===== src/rtl/fifo_rd_packer_pkg.sv =====
// Shared types and constants for the FIFO read-side packer.
package fifo_rd_packer_pkg;

   // state | meaning
   // WAIT  | post-reset hold-off, rreq forced low while FIFO flags settle
   // RUN   | normal popping and packing, held until reset
   typedef enum logic {
      WAIT = 1'b0,
      RUN  = 1'b1
   } state_e;

   localparam int STARTUP_CYCLES = 2;
   localparam int STARTUP_W      = (STARTUP_CYCLES > 1) ? $clog2(STARTUP_CYCLES) : 1;

endpackage


===== src/rtl/fifo_rd_packer_out.sv =====
// Single-entry output register with valid/ready handshake (fifo_out_slice).
// A load in the same cycle as a transfer replaces the accepted word.
module fifo_out_slice #(
   parameter int W = 32,
   parameter int K = 4
) (
   input  logic         clk,
   input  logic         rst,
   input  logic         load,
   input  logic [W-1:0] ld_data,
   input  logic [K-1:0] ld_keep,
   input  logic         m_ready,
   output logic         m_valid,
   output logic [W-1:0] m_data,
   output logic [K-1:0] m_keep
);

   logic         valid_q, valid_d;
   logic [W-1:0] data_q, data_d;
   logic [K-1:0] keep_q, keep_d;

   // next-state: load wins, otherwise hold until the word is accepted
   always_comb begin
      valid_d = load | (valid_q & ~m_ready);
      data_d  = load ? ld_data : data_q;
      keep_d  = load ? ld_keep : keep_q;
   end

   // output word registers
   always_ff @(posedge clk or posedge rst) begin
      if (rst) begin
         valid_q <= 1'b0;
         data_q  <= '0;
         keep_q  <= '0;
      end else begin
         valid_q <= valid_d;
         data_q  <= data_d;
         keep_q  <= keep_d;
      end
   end

   assign m_valid = valid_q;
   assign m_data  = data_q;
   assign m_keep  = keep_q;

endmodule


===== src/rtl/fifo_rd_packer.sv =====
// FIFO read-side packer: pops DSIZE-bit entries and packs RATIO of them,
// little-endian, into one wide word on a valid/ready master port.
// Optional partial-word flush after TIMEOUT idle cycles is enabled by
// defining FIFO_RD_PACKER_TIMEOUT_EN.
//
// state | meaning
// WAIT  | STARTUP_CYCLES after reset with rreq low (rempty not yet valid)
// RUN   | popping whenever the completed word would have somewhere to go
module fifo_rd_packer
   import fifo_rd_packer_pkg::*;
#(
   parameter int DSIZE   = 8,
   parameter int RATIO   = 4,
   parameter int TIMEOUT = 16
) (
   input  logic                   rclk,
   input  logic                   rrst,
   input  logic                   rempty,
   input  logic [DSIZE-1:0]       rdata,
   output logic                   rreq,
   output logic                   m_valid,
   input  logic                   m_ready,
   output logic [DSIZE*RATIO-1:0] m_data,
   output logic [RATIO-1:0]       m_keep
);

   localparam int              CW       = $clog2(RATIO);
   localparam int              WW       = DSIZE * RATIO;
   localparam logic [CW-1:0]   CNT_LAST = CW'(RATIO - 1);

   state_e                 state_q, state_d;
   logic [STARTUP_W-1:0]   startup_q, startup_d;
   logic [CW-1:0]          cnt_q, cnt_d;
   logic [WW-1:0]          pack_q, pack_d;
   logic [WW-1:0]          pack_word;
   logic [RATIO-1:0]       partial_keep;
   logic                   last;
   logic                   pop;
   logic                   flush;
   logic                   load;
   logic [WW-1:0]          ld_data;
   logic [RATIO-1:0]       ld_keep;

   // FSM next-state: count out the startup hold-off, then stay in RUN
   always_comb begin
      state_d   = state_q;
      startup_d = startup_q;
      if (state_q == WAIT) begin
         if (startup_q == STARTUP_W'(STARTUP_CYCLES - 1)) begin
            state_d = RUN;
         end else begin
            startup_d = startup_q + STARTUP_W'(1);
         end
      end
   end

   // FSM state registers
   always_ff @(posedge rclk or posedge rrst) begin
      if (rrst) begin
         state_q   <= WAIT;
         startup_q <= '0;
      end else begin
         state_q   <= state_d;
         startup_q <= startup_d;
      end
   end

   // rreq depends only on registered state and m_ready, never on rempty
   assign last = (cnt_q == CNT_LAST);
   assign rreq = (state_q == RUN) & ~(last & m_valid & ~m_ready);
   assign pop  = rreq & ~rempty;

   // current pack register with the FIFO head merged into lane cnt
   always_comb begin
      pack_word = pack_q;
      for (int i = 0; i < RATIO; i++) begin
         if (cnt_q == CW'(i)) begin
            pack_word[i*DSIZE +: DSIZE] = rdata;
         end
      end
   end

   // lanes below cnt hold data in a partial word
   always_comb begin
      partial_keep = '0;
      for (int i = 0; i < RATIO; i++) begin
         partial_keep[i] = (i < int'(cnt_q));
      end
   end

`ifdef FIFO_RD_PACKER_TIMEOUT_EN
   localparam int IW = $clog2(TIMEOUT + 1);

   logic [IW-1:0] idle_q, idle_d;

   // flush waits for the output register to be free or draining this cycle
   assign flush = ~pop & (cnt_q != '0) & (idle_q == IW'(TIMEOUT)) & (~m_valid | m_ready);

   // idle counter: counts stalled cycles of a partial word, saturates at TIMEOUT
   always_comb begin
      idle_d = idle_q;
      if (pop || flush || (cnt_q == '0)) begin
         idle_d = '0;
      end else if (idle_q != IW'(TIMEOUT)) begin
         idle_d = idle_q + IW'(1);
      end
   end

   // idle counter register
   always_ff @(posedge rclk or posedge rrst) begin
      if (rrst) begin
         idle_q <= '0;
      end else begin
         idle_q <= idle_d;
      end
   end
`else
   logic unused_timeout;

   assign flush          = 1'b0;
   assign unused_timeout = (TIMEOUT > 0);
`endif

   // packing: a completing pop or a flush hands the word to the output slice
   always_comb begin
      cnt_d   = cnt_q;
      pack_d  = pack_q;
      load    = 1'b0;
      ld_data = pack_word;
      ld_keep = '1;
      if (pop) begin
         if (last) begin
            load    = 1'b1;
            ld_data = pack_word;
            ld_keep = '1;
            pack_d  = '0;
            cnt_d   = '0;
         end else begin
            pack_d = pack_word;
            cnt_d  = cnt_q + CW'(1);
         end
      end else if (flush) begin
         load    = 1'b1;
         ld_data = pack_q;
         ld_keep = partial_keep;
         pack_d  = '0;
         cnt_d   = '0;
      end
   end

   // pack register and lane counter; cleared after each hand-off so unused
   // lanes of a flushed word read as zero
   always_ff @(posedge rclk or posedge rrst) begin
      if (rrst) begin
         cnt_q  <= '0;
         pack_q <= '0;
      end else begin
         cnt_q  <= cnt_d;
         pack_q <= pack_d;
      end
   end

   fifo_out_slice #(
      .W (WW),
      .K (RATIO)
   ) u_out (
      .clk     (rclk),
      .rst     (rrst),
      .load    (load),
      .ld_data (ld_data),
      .ld_keep (ld_keep),
      .m_ready (m_ready),
      .m_valid (m_valid),
      .m_data  (m_data),
      .m_keep  (m_keep)
   );

endmodule


===== config.mk =====
export PLATFORM = sky130hd
export DESIGN_NAME = fifo_rd_packer
export DESIGN_NICKNAME = d
export VERILOG_FILES = /design/src/rtl/fifo_rd_packer_pkg.sv /design/src/rtl/fifo_rd_packer_out.sv /design/src/rtl/fifo_rd_packer.sv
export SDC_FILE = /design/constraint.sdc
export NUM_CORES = 1
export LEC_CHECK = 0
export CAP_MARGIN = 20
export CORE_ASPECT_RATIO = 0.6
export CORE_UTILIZATION = 52
export DETAILED_ROUTE_END_ITERATION = 10
export PLACE_DENSITY = 0.9
export SYNTH_ARGS = -nofsm -noshare
export SYNTH_HDL_FRONTEND = slang
export SYNTH_SLANG_ARGS = --single-unit

===== constraint.sdc =====
create_clock -name rclk -period 2.4 [get_ports rclk]
set_input_delay 0.72 -clock rclk [delete_from_list [all_inputs] [get_ports rclk]]
set_output_delay 0.72 -clock rclk [all_outputs]
set_load 0.01 [all_outputs]

== Word-level counts from Yosys, hierarchy flattened ==
Cells that the tools add are included.
Widths: inputs -> output; s select.

* Reductions and logical operators: 1
* Equal/unequal tests: 3
* Multiplexer cells: 11
* $add $sub $neg: 2
* Bitwise gates (word level): 9

{| class="wikitable"
|+ Operators by type and width
! cell !! count
|-
| $mux 32 || 1
|-
| $mux 8 || 4
|-
| $and 1x1->1 || 5
|-
| $mux 1 || 5
|-
| $eq 2x2->1 const B || 2
|-
| $not 1->1 || 3
|-
| $add 2x1->2 const B || 1
|-
| $eq 2x1->1 const B || 1
|-
| $logic_not 2->1 || 1
|-
| $mux 2 || 1
|-
| $add 1x1->1 const B || 1
|-
| $or 1x1->1 || 1
|}

* Input port bits: 12
* Flip-flop bits (word level): 70
* Output and inout bits: 38
* Word-level logic and storage cells: 33

== Logic depth before layout (Yosys ltp) ==
* Depth after elaboration: 8
* Mapped depth: 5

== Hierarchy ==
From an unflattened synthesis, not the netlist that was laid out.

* Cells, all modules: 212
* Area total of the unflattened synthesis: 3326.9 µm²

{| class="wikitable"
|+ Modules (own cells, without submodules)
! module !! sequential area each (µm²) !! instances !! cells each !! area an instance (µm²)
|-
| fifo_rd_packer || 900.9 || 1 || 132 || 1800.5
|-
| fifo_out_slice || 925.9 || 1 || 80 || 1526.5
|}

== Worst setup path before layout ==
No wires, ideal clock.

* Path type: input -> output
* Start: input m_ready
* End: output rreq
* Slack: 0.552 ns
* Arrival time: 1.128 ns
* Stages on the path: 2
* Cells stage by stage: nand3b_1 -> and2_1

* Longest elaborated chain between the ends: 4

{| class="wikitable"
|+ Ends and longest elaborated chain
! element !! line !! source
|-
| start, declared || fifo_rd_packer.sv:22 || <nowiki>input logic m_ready,</nowiki>
|-
| $not 1->1 || fifo_rd_packer.sv:70 || <nowiki>assign rreq = (state_q == RUN) & ~(last & m_valid & ~m_ready);</nowiki>
|-
| $and 1x1->1 || fifo_rd_packer.sv:70 ||
|-
| $not 1->1 || fifo_rd_packer.sv:70 ||
|-
| $and 1x1->1 || fifo_rd_packer.sv:70 ||
|-
| end, declared || fifo_rd_packer.sv:20 || <nowiki>output logic rreq,</nowiki>
|}

No other way between the ends.

== Final worst setup path ==
Ends and elaborated chain as after synthesis.

==> out/results.ini <==
[status]
status = completed

[hold_path]
hp-start = startup_q
hold_end = state_q
hp-class = reg -> reg
holdPathStages = 1

[setup_path]
path_max_fanout = 2
rr_worst_depth = 4
slowest_stage = clkdlybuf4s50_1
r2r_slack_ns = 0.59
crit_required_ns = 1.68
r2r-start = cnt_q[0]
critPathKind = in -> out
cp-end-kind = primary output
crit_chain = clkdlybuf4s50_1, nand3b_1, and2_4, buf_2
arrival_ns = 1.62
start_kind = input pin
r2r_end = pack_q[21]
critPathMaxStageDelay_ns = 0.41

[die]
die_h_um = 59.2
pin_count = 50
die_w_um = 97.4
core_area_um2 = 5150
die_area_um2 = 5770
rows = 20
initial_core_util_pct = 55.1

[sta]
hold_viol = 0
clock.fmax_mhz = 427
fin_crit_sh_pct = 97.5
tightest_slew_ns = 0.669
postLayoutSetupSlackWorst_ns = 0.0593
setup_viol = 0
max-slew-margin-rel_pct = 55.2
holdWs_ns = 0.455
maxSlewViolCount = 0
grt_setup_unrepaired = false
skew_ns = 0.0124
period_needed_ns = 2.34
tns_ns = 0

[layout]
antenna_cells = 0
synthToLayoutAreaGrowth_pct = 26.7
fill_cells = 374
multiInputGateArea_um2 = 1190
final_common_cell = dfrtp_1
num-nets-final = 259
regArea_um2 = 1550
final_cell_mix = dfrtp_1 (62), clkdlybuf4s50_1 (48), mux2_4 (30)
utilization_pct = 69.8
drive_gt1_share_pct = 33.5

[cts]
cts_setup_buffers = 0
clock_latency_ns = 0.34
cts_tree = yes
htreeDepth = 3
cts_hold_buffers = 0
numCtsBuffers = 9
post_cts_resized = 5
clock_path_buffers = 2
clock_sinks = 62
path_clk_slew_ns = 0.06
root_buffer = clkbuf_8

[place]
gp_congestion = 0.742
dp_hpwl_um = 3840
port_buffers = 49
dp_slack_ns = -0.322

[route]
drt-total-wl_um = 5870
first_iter_violations = 83
dr_wl_met3_um = 304
wl_met2_um = 2620
drt-met1-wl_um = 2880
firstDrtPassIters = 4
ant_nets = 0
highest_layer = met4
viasPerCell = 5.74
wl_per_cell_um = 18.9
drcViolationCount = 0
vias = 1784

[job]
maxCapViolCount = 0

[global_route]
grt_usage_pct = 23.0
antenna_found_initial = 0
grt_max_degree = 63
overflow = 0
grt_pass1_wl_um = 9840
grt_pass1_vias = 1858

[yosys]
synth_warnings = 0
seq_area_frac_synth_pct = 54.6
netlist_instances = 187
synthFlopType = dfrtp_1
ys_ff_latch = 62
yosysUniqueCellTypes = 25
postSynth.asyncResetShare_pct = 100
synth-edff-count = 0
syn_area_um2 = 2840
synthTopCellsByArea = dfrtp_1 (55%), mux2_4 (16%), mux2_2 (9.5%), a22o_1 (6.5%), ha_1 (1.8%)
syn_nets = 203
synth_area_leader_cell = dfrtp_1
postSynthAreaPerCell_um2 = 15.2
synth_top_area_share_pct = 54.6

[power]
leakage_nw = 1.72
powerDensity_nw_per_um2 = 1360
vdd_drop_max_uv = 759

==> kinds of logic (layout without fill, tap and decap cells) <==
kind of cell	after synthesis	in the layout	synth area share [%]
adders and majority gates	4	4	1.76
buffers and inverters	15	73	3.44
DFF	62	62	54.6
and+or+nand+nor	18	18	4.89
muxes	54	54	25.4
AOI/OAI and AO/OA	34	34	9.91
==> layer usage <==
metal,up-vias,global-route usage [%]
li1,789,-
met1,934,31.5
met2,52,34.9
met3,9,8.96
met4,0,5.67
met5,-,0
==> cell type report <==
cell class,count,share of cell area (%)
Tap cell,66,2.29
Timing Repair Buffer,57,16.2
Sequential cell,62,43.1
Clock inverter,2,0.974
Multi-Input combinational cell,110,33.2
Clock buffer,11,3.93
Inverter,3,0.313
==> power breakdown <==
part | internal (W) | switching (W) | leakage [nW]
Clock | 0.000489 | 0.000370 | 0.0911
Combinational | 0.00140 | 0.000849 | 0.853
Sequential | 0.00150 | 0.000280 | 0.771
==> synthesized netlist by cell type (2+ instances only) <==
cell type and count:
mux2_2 24, nor3b_2 3, o2bb2ai_1 3, buf_2 2
mux2_4 30, ha_1 4, a22o_1 21, buf_6 3
clkbuf_1 2, buf_4 4, nand2b_1 4, a21o_1 4
o211ai_1 3, a31oi_1 3, inv_1 3, dfrtp_1 62
nand2_1 2, nor2b_1 3
==> state kept, by name, summed over array words and instances (netlist names) <==
register / flops
cnt_q: 2
pack_q: 24
startup_q: 1
state_q: 1
u_out.m_data: 32
u_out.m_keep: 1
u_out.m_valid: 1
==> worst max-delay path by stage <==
stage / from / to / slack (ns) / cells past startpoint
after floorplan: rrst / cnt_q[0] / 0.14 / 1
after global placement: m_ready / rreq / -0.33 / 4
after detailed placement: m_ready / rreq / -0.32 / 4
after CTS: m_ready / rreq / 0.06 / 4
after global routing: m_ready / rreq / 0.03 / 4
final: m_ready / rreq / 0.06 / 4
==> stage by stage <==
stage	cell area [um^2]	instances	total power, W
2_1_floorplan	2840	187	0.00317
3_3_place_gp	3420	298	0.00393
3_5_place_dp	3420	298	0.00403
4_1_cts	3600	311	0.00492
5_1_grt	3600	311	0.00518
6_report	3600	311	0.00489
==> critical path: cells and delay by family <==
kind                   cells  cell delay (ns)
buffers and inverters      2             0.54
AND/OR/NAND/NOR            2             0.36
Power figures use the tool's default switching activity.
